<file path="src/rtl/hex_display_ctrl.sv">
// Valid/ready display-word controller: digit-serial leading-zero scan, then an atomic commit of
// nibbles and output enables for DIGITS hex decoders. Optional bank blink: HEX_DISPLAY_CTRL_BLINK_EN.
module hex_display_ctrl #(
  parameter int DIGITS    = 4,
  parameter int BLINK_DIV = 25_000_000
) (
  input  logic                  clk,
  input  logic                  rst,
  input  logic                  wr_valid,
  output logic                  wr_ready,
  input  logic [4*DIGITS-1:0]   wr_data,
  input  logic                  wr_lzb,
  input  logic                  wr_blink,
  output logic [4*DIGITS-1:0]   hex_out,
  output logic [DIGITS-1:0]     oe,
  output logic                  busy
);

  localparam int IDX_W = $clog2(DIGITS);

  localparam logic [0:0] IDLE = 1'b0;
  localparam logic [0:0] SCAN = 1'b1;

  logic [0:0]          state;
  logic [IDX_W-1:0]    idx;
  logic                seen_nz;
  logic [DIGITS-1:0]   mask_acc;
  logic [DIGITS-1:0]   en_mask;
  logic [4*DIGITS-1:0] sh_data;
  logic                sh_lzb;

  logic [3:0]          cur_digit;
  logic                blank;
  logic [DIGITS-1:0]   mask_next;
  logic                accept;
  logic                commit;
  logic [DIGITS-1:0]   en_mask_nxt;
  logic                blink_flag_nxt;
  logic                blink_phase_nxt;

  assign wr_ready = (state == IDLE);
  assign busy     = ~wr_ready;
  assign accept   = wr_valid & wr_ready;
  assign commit   = (state == SCAN) && (idx == '0);

  // NOTE: every always_comb output gets a default first so no path leaves a latch behind.
  always_comb begin
    cur_digit      = sh_data[{idx, 2'b00} +: 4];
    blank          = sh_lzb & ~seen_nz & (cur_digit == 4'h0) & (idx != '0);
    mask_next      = mask_acc;
    mask_next[idx] = ~blank;
  end

  // Bit 0 is forced on so an all-zero word still shows a single "0".
  assign en_mask_nxt = commit ? (mask_next | DIGITS'(1)) : en_mask;

`ifdef HEX_DISPLAY_CTRL_BLINK_EN
  localparam int CNT_W = $clog2(BLINK_DIV);

  logic [CNT_W-1:0] blink_cnt;
  logic             blink_phase;
  logic             blink_flag;
  logic             sh_blink;
  logic             cnt_wrap;

  assign cnt_wrap        = (blink_cnt == CNT_W'(BLINK_DIV - 1));
  assign blink_phase_nxt = blink_phase ^ cnt_wrap;
  assign blink_flag_nxt  = commit ? sh_blink : blink_flag;

  always_ff @(posedge clk) begin
    if (rst) begin
      blink_cnt   <= '0;
      blink_phase <= 1'b0;
      blink_flag  <= 1'b0;
    end else begin
      blink_cnt   <= cnt_wrap ? '0 : blink_cnt + 1'b1;
      blink_phase <= blink_phase_nxt;
      blink_flag  <= blink_flag_nxt;
    end
  end

  always_ff @(posedge clk) begin
    if (accept) sh_blink <= wr_blink;
  end
`else
  logic unused_blink;
  assign unused_blink    = wr_blink;
  assign blink_flag_nxt  = 1'b0;
  assign blink_phase_nxt = 1'b0;
`endif

  // NOTE: sequential state uses non-blocking assignments only, so every register samples pre-edge values.
  always_ff @(posedge clk) begin
    if (rst) begin
      state   <= IDLE;
      hex_out <= '0;
      en_mask <= '0;
      oe      <= '0;
    end else begin
      // Built from next-state values so a phase toggle landing on commit applies immediately.
      oe      <= en_mask_nxt & ~{DIGITS{blink_flag_nxt & blink_phase_nxt}};
      en_mask <= en_mask_nxt;
      if (state == IDLE) begin
        if (accept) state <= SCAN;
      end else if (commit) begin
        state   <= IDLE;
        hex_out <= sh_data;
      end
    end
  end

  // NOTE: shadow and scan registers carry no reset; they are always loaded on accept before use,
  // and a reset forces IDLE so a half-scanned word can never be committed.
  always_ff @(posedge clk) begin
    if (accept) begin
      sh_data  <= wr_data;
      sh_lzb   <= wr_lzb;
      idx      <= IDX_W'(DIGITS - 1);
      seen_nz  <= 1'b0;
      mask_acc <= '0;
    end else if (state == SCAN) begin
      idx      <= idx - 1'b1;
      seen_nz  <= seen_nz | (cur_digit != 4'h0);
      mask_acc <= mask_next;
    end
  end

endmodule

</file>
<file path="config.mk">
export PLATFORM = sky130hd
export DESIGN_NAME = hex_display_ctrl
export DESIGN_NICKNAME = d
export VERILOG_FILES = /design/src/rtl/hex_display_ctrl.sv
export SDC_FILE = /design/constraint.sdc
export NUM_CORES = 1
export LEC_CHECK = 0
export BUFFER_PORTS_ARGS = -buffer_cell sky130_fd_sc_hd__buf_2
export CAP_MARGIN = 10
export CORE_MARGIN = 2
export CORE_UTILIZATION = 40
export CTS_CLUSTER_DIAMETER = 80
export DETAILED_ROUTE_END_ITERATION = 6
export GPL_TIMING_DRIVEN = 1
export PLACE_DENSITY = 0.62
export SYNTH_ARGS = -nofsm -noshare
export SYNTH_HDL_FRONTEND = slang
export SYNTH_SLANG_ARGS = --single-unit
</file>
<file path="constraint.sdc">
create_clock -name clk -period 2.31 [get_ports clk]
set_clock_uncertainty 0.2 [all_clocks]
set_input_delay 0.231 -clock clk [delete_from_list [all_inputs] [get_ports clk]]
set_output_delay 0.231 -clock clk [all_outputs]
set_load 0.03 [all_outputs]
</file>
==> flow_metrics.env, run 1 <==
export IMPL_hold_path_depth=3
export IMPL_drtPass1Iterations=4
export IMPL_cts_tree="yes"
export IMPL_r2r_cells=6
export IMPL_drv_cap=0
export IMPL_antenna_found_initial=0
export IMPL_drv_slew=0
export IMPL_slew_headroom_pct=49.6
export IMPL_setup_violations=0
export IMPL_synth_avg_cell_area_um2=13.3
export IMPL_grt_pass1_wl_um=4630
export IMPL_yosys_area_top_type_share_pct=36.2
export IMPL_diodes=0
export IMPL_synth_most_common_cell="dfxtp_1"
export IMPL_cts_sinks=44
export IMPL_num_rows=22
export IMPL_max_clock_path_buffers=2
export IMPL_status="complete, no violations"
export IMPL_clock_latency_ns=0.30
export IMPL_worstPathArrival_ns=1.99
export IMPL_finalCriticalPeriod_ns=1.94
export IMPL_post_route_period_util_pct=84.1
export IMPL_hold_viol_final=0
export IMPL_synth_seq_cells=44
export IMPL_track_usage_pct=15.1
export IMPL_drtAntennaViolNets=0
export IMPL_yosys_warnings=0
export IMPL_portBuffers=41
export IMPL_yosysUniqueCellTypes=21
export IMPL_ys_async_sr_fraction_pct=0
export IMPL_worst_pin_slew_ns=0.755
export IMPL_dieArea_um2=4240
export IMPL_cts_root_buffer="clkbuf_8"
export IMPL_crit_start="idx[0]$_SDFFE_PP1P_"
export IMPL_nNetsFinal=203
export IMPL_end_kind="flip-flop"
export IMPL_synthFlopType="dfxtp_1"
export IMPL_rsz0062_at_grt="false"
export IMPL_min_to="idx[0]$_SDFFE_PP1P_"
export IMPL_drt_iter0_drc=45
export IMPL_worstSetupPathType="flip-flop to flip-flop"
export IMPL_crit_slowest_cell="nor2_2"
export IMPL_ir_drop_v=0.000364
export IMPL_synth_seq_area_share_pct=70.4
export IMPL_p_leak_uw=0.000901
export IMPL_min_path_type="input port to flip-flop"
export IMPL_start_util_pct=41.1
export IMPL_cpLargestDelayFamily="simple AND/OR/NAND/NOR gates"
export IMPL_syn_nets=137
export IMPL_gp_congestion=0.747
export IMPL_fin_hold_ws_ns=0.0320
export IMPL_core_area_um2=3630
export IMPL_numCtsBuffers=5
export IMPL_path_buf_inv=1
export IMPL_htree_levels=2
export IMPL_path_cells="inv_2 > ha_1 > nand2_1 > nor2_2 > o21ai_0 > nand2_1"
export IMPL_post_cts_buffers=0
export IMPL_cp_start_kind="flip-flop"
export IMPL_yosys_area_top_type="dfxtp_1"
export IMPL_grt_max_degree=20
export IMPL_fin_cells=227
export IMPL_clkTransAtPathRegs_ns=0.08
export IMPL_worst_ep_required_time_ns=2.35
export IMPL_wire_per_inst_um=12.4
export IMPL_avgViaCountPerCell=4.85
export IMPL_vias=1100
export IMPL_ios=43
export IMPL_worstReg2RegStart="idx[0]$_SDFFE_PP1P_"
export IMPL_r2r_end="en_mask[2]$_SDFFE_PP0P_"
export IMPL_grt_pass1_vias=993
export IMPL_rrSetupSlack_ns=0.37
export IMPL_synth_edf_count=17
export IMPL_dp_cells=201
export IMPL_min_from="wr_valid"
export IMPL_synth_commonest_cells="dfxtp_1, edfxtp_1, a22o_1"
export IMPL_wirelength_um=2810
export IMPL_synthToLayoutAreaGrowth_pct=36.8
export IMPL_dp_hpwl_um=1960
export IMPL_post_route_util_pct=56.2
export IMPL_critPathMaxFanout=19
export IMPL_path_common_cell="nand2_1"
export IMPL_synth_area_um2=1490
export IMPL_p_per_area_nw_per_um2=745
export IMPL_synthTopCellsByArea="dfxtp_1, edfxtp_1, a22o_1"
export IMPL_fp_dieH_um=65.1
export IMPL_overflow=0
export IMPL_syn_inst=112
export IMPL_slowest_delay_ns=0.58
export IMPL_drive_above_1_share_pct=31.8
export IMPL_fmax_ghz=0.515
export IMPL_drc=0
export IMPL_die_x_um=65.1
[cells by family after synthesis]
family | after synthesis | share of synthesized area [%]
adder cells (fa/ha/maj) | 4 | 3.35
AND/OR/NAND/NOR | 22 | 7.29
AO/OA/AOI/OAI | 33 | 16.7
flip-flops | 44 | 70.4
buffers and inverters | 9 | 2.34
[repair_timing]
| action | CTS | global route |
|---|---|---|
| endpoints found under the setup margin | 2 | 0 |
| resized for setup | 1 | 0 |
| hold buffers | 18 | 0 |
| endpoints found under the hold margin | 18 | 0 |
[worst max path at each step]
stage | depth (start not counted) | slack, ns | end
floorplan | 3 | 0.49 | sh_data[0]$_DFFE_PP_
global placement | 6 | 0.07 | en_mask[2]$_SDFFE_PP0P_
detailed placement | 6 | -0.02 | en_mask[2]$_SDFFE_PP0P_
CTS | 6 | 0.36 | en_mask[2]$_SDFFE_PP0P_
global route | 6 | 0.12 | en_mask[1]$_SDFFE_PP0P_
finish | 6 | 0.37 | en_mask[2]$_SDFFE_PP0P_
[metrics by stage]
stage / total power, uW / TNS [ns] / instance area, um2 / setup WS (ns)
after floorplan: 1000 / 0 / 1490 / 0.493
after global placement: 1050 / 0 / 1770 / 0.0713
after detailed placement: 1060 / -0.0263 / 1770 / -0.0172
after CTS: 1540 / 0 / 2040 / 0.361
after global routing: 1610 / 0 / 2040 / 0.123
final: 1520 / 0 / 2040 / 0.367
[routing by layer]
layer | track usage (%) | vias to the layer above | share of wire, %
met2 | 24.2 | 22 | 51
met4 | 7.81 | 0 | 2.2
li1 | - | 549 | -
met1 | 17.2 | 522 | 42
met5 | 0 | - | 0
met3 | 6.51 | 7 | 4.8
[area by class of cell]
class	count	area (um2)
fill	338	1590
clock buffer	5	68.8
multi-input combinational	59	410
clock inverter	3	18.8
timing repair buffer	63	415
sequential	44	1050
tap	48	60.1
inverter	5	18.8
[where the power goes]
part	switching [uW]	leakage [uW]	internal, uW	total (uW)
combinational	94.5	0.000471	81.2	176
clock	247	0.0000479	210	458
sequential	31.8	0.000382	858	890
[worst register-to-register path, stage by stage (launching register included)]
cell and delay (ns):
dfxtp_1 0.38, inv_2 0.11, ha_1 0.23, nand2_1 0.09
nor2_2 0.58, o21ai_0 0.20, nand2_1 0.11
[layout by cell type, fill, tap and decap left out, types with 5 or more instances in the layout]
master         netlist  final
nand2_1              9      9
edfxtp_1            17     17
clkbuf_8             0      5
a22o_1              16     16
nor3_1               5      5
dfxtp_1             27     27
dlygate4sd3_1        0     18
buf_2                1     41
[registers in the layout (all words and copies together) (netlist names)]
name / flops
hex_out: 16
sh_data: 16
en_mask: 4
mask_acc: 3
idx: 2
busy: 1
seen_nz: 1
sh_lzb: 1
(Power assumes the default switching activity.)
==> run 2, diff against run 1 <==
clock period = 1.8 ns   (was 2.31 ns; I/O delays follow)
==> run 2 against run 1 <==
Net effect: highest routed layer unchanged; sequential share of layout area is 2.9 points lower; clock-buffer cell count is 1 higher; power is 43% higher; sequential power is 27% higher.
==> flow_metrics.env, run 2 (synthesized netlist as in run 1, its figures left out) <==
export IMPL_status="complete, no violations"
export IMPL_power_frac_clock_pct=35.6
export IMPL_worstPathArrival_ns=1.70
export IMPL_worst_pin_slew_ns=0.329
export IMPL_htree_levels=2
export IMPL_p_leak_uw=0.000953
export IMPL_r2r_cells=4
export IMPL_dieArea_um2=4240
export IMPL_fp_dieH_um=65.1
export IMPL_fmax_ghz=0.575
export IMPL_crit_slowest_cell="or4b_4"
export IMPL_drtAntennaViolNets=0
export IMPL_worstReg2RegStart="sh_data[13]$_DFFE_PP_"
export IMPL_worst_ep_required_time_ns=1.76
export IMPL_crit_start="sh_data[13]$_DFFE_PP_"
export IMPL_drive_above_1_share_pct=35.6
export IMPL_path_cells="nor2_1 > or4b_4 > a311oi_4 > a31oi_1"
export IMPL_numCtsBuffers=5
export IMPL_ir_drop_v=0.000615
export IMPL_portBuffers=41
export IMPL_pwr_share_comb_pct=12.4
export IMPL_setup_violations=0
export IMPL_wire_per_inst_um=13.0
export IMPL_synthToLayoutAreaGrowth_pct=45.0
export IMPL_wl_met3_um=137
export IMPL_clkTransAtPathRegs_ns=0.08
export IMPL_netSwitchingPower_uw=496
export IMPL_grt_pass1_wl_um=4710
export IMPL_p_int_uw=1680
export IMPL_avgViaCountPerCell=4.69
export IMPL_drtPass1Iterations=4
export IMPL_top_regs="hex_out x16, sh_data x16, en_mask x4"
export IMPL_max_clock_path_buffers=2
export IMPL_hold_viol_final=0
export IMPL_drv_cap=0
export IMPL_swShare_pct=22.8
export IMPL_diodes=0
export IMPL_slew_headroom_pct=77.9
export IMPL_cts_root_buffer="clkbuf_8"
export IMPL_p_seq_share_pct=52.0
export IMPL_cts_tree="yes"
export IMPL_post_route_period_util_pct=96.7
export IMPL_die_x_um=65.1
export IMPL_dr_max_layer_used="met4"
export IMPL_dr_wl_met2_um=1570
export IMPL_track_usage_pct=15.5
export IMPL_met1_length_um=1300
export IMPL_grt_pass1_vias=1061
export IMPL_drv_slew=0
export IMPL_gp_congestion=0.770
export IMPL_final_area_um2=2170
export IMPL_cp_start_kind="flip-flop"
export IMPL_slowest_delay_ns=0.48
export IMPL_worstSetupPathType="flip-flop to flip-flop"
export IMPL_nNetsFinal=212
export IMPL_overflow=0
export IMPL_num_rows=22
export IMPL_ios=43
export IMPL_grt_max_degree=15
export IMPL_vias=1108
export IMPL_finalCriticalPeriod_ns=1.74
export IMPL_layout_commonest_cell="buf_2"
export IMPL_cp_endpoint="mask_acc[2]$_SDFFE_PP0P_"
export IMPL_final_cell_mix="buf_2, dfxtp_1, dlygate4sd3_1, edfxtp_1, a22o_1"
export IMPL_core_area_um2=3630
export IMPL_post_route_util_pct=59.6
export IMPL_start_util_pct=41.1
export IMPL_dp_hpwl_um=2130
export IMPL_r2r_end="mask_acc[2]$_SDFFE_PP0P_"
export IMPL_rsz0062_at_grt="true"
export IMPL_end_kind="flip-flop"
export IMPL_drc=0
export IMPL_min_path_type="flip-flop to flip-flop"
export IMPL_clock_latency_ns=0.30
export IMPL_p_per_area_nw_per_um2=1010
export IMPL_rrSetupSlack_ns=0.06
export IMPL_antenna_found_initial=0
export IMPL_wirelength_um=3070
export IMPL_cts_sinks=44
export IMPL_critPathMaxFanout=4
export IMPL_dpl_cell_area_um2=1820
export IMPL_drt_iter0_drc=31
[run 2: metrics by stage]
| stage | worst slack (ns) | TNS [ns] | cells | power (uW) | hold slack (ns) |
|---|---|---|---|---|---|
| 3_3_place_gp | 0.0318 | 0 | 207 | 1370 | 0.157 |
| 5_1_grt | -0.0280 | -0.0280 | 236 | 2280 | 0.255 |
| 6_report | 0.0595 | 0 | 236 | 2180 | 0.237 |
| 2_1_floorplan | 0.0678 | 0 | 112 | 1290 | 0.0524 |
| 4_1_cts | 0.00612 | 0 | 234 | 2210 | 0.240 |
| 3_5_place_dp | -0.00525 | -0.00525 | 207 | 1380 | 0.158 |
[run 2: timing repair]
| action | in CTS | in global routing |
|---|---|---|
| buffers inserted | 0 | 2 |
| hold buffers | 19 | 0 |
| pin swaps | 0 | 3 |
| endpoints found under the hold margin | 20 | 0 |
| resized for setup | 1 | 1 |
| endpoints found under the setup margin | 2 | 4 |
[run 2: area by class of cell]
cell class | instances | area [um2]
Tap cell | 48 | 60.1
Inverter | 5 | 22.5
Clock inverter | 2 | 38.8
Sequential cell | 44 | 1050
Fill cell | 315 | 1470
Timing Repair Buffer | 72 | 485
Clock buffer | 6 | 82.6
Multi-Input combinational cell | 59 | 425
[run 2: power groups by stage]
stage / clock network (uW) / logic, uW / registers (uW)
2_1_floorplan: 0 / 109 / 1180
3_3_place_gp: 0 / 219 / 1150
3_5_place_dp: 0 / 227 / 1160
4_1_cts: 804 / 268 / 1130
5_1_grt: 838 / 297 / 1140
6_report: 775 / 271 / 1130
[run 2: layer usage]
metal	track usage, %	vias to the layer above
li1	-	567
met1	17.6	510
met2	25.8	26
met3	5.14	5
met4	8.59	0
met5	0	-
[run 2: how the worst min path moves through the flow]
stage          cells after the start  slack (ns)                    start                 endpoint
6_report                           2        0.24  en_mask[1]$_SDFFE_PP0P_  en_mask[1]$_SDFFE_PP0P_
5_1_grt                            2        0.26  en_mask[3]$_SDFFE_PP0P_  en_mask[3]$_SDFFE_PP0P_
3_5_place_dp                       1        0.16               wr_data[8]     sh_data[8]$_DFFE_PP_
4_1_cts                            2        0.24  en_mask[2]$_SDFFE_PP0P_  en_mask[2]$_SDFFE_PP0P_
3_3_place_gp                       1        0.16              wr_data[11]    sh_data[11]$_DFFE_PP_
2_1_floorplan                      1        0.05                      rst  en_mask[0]$_SDFFE_PP0P_
[run 2: worst max-delay path, delay by kind of cell, from the launching register on]
family | cells | cell delay (ns)
AO/OA/AOI/OAI | 2 | 0.44
AND/OR/NAND/NOR | 2 | 0.59
flip-flops | 1 | 0.39
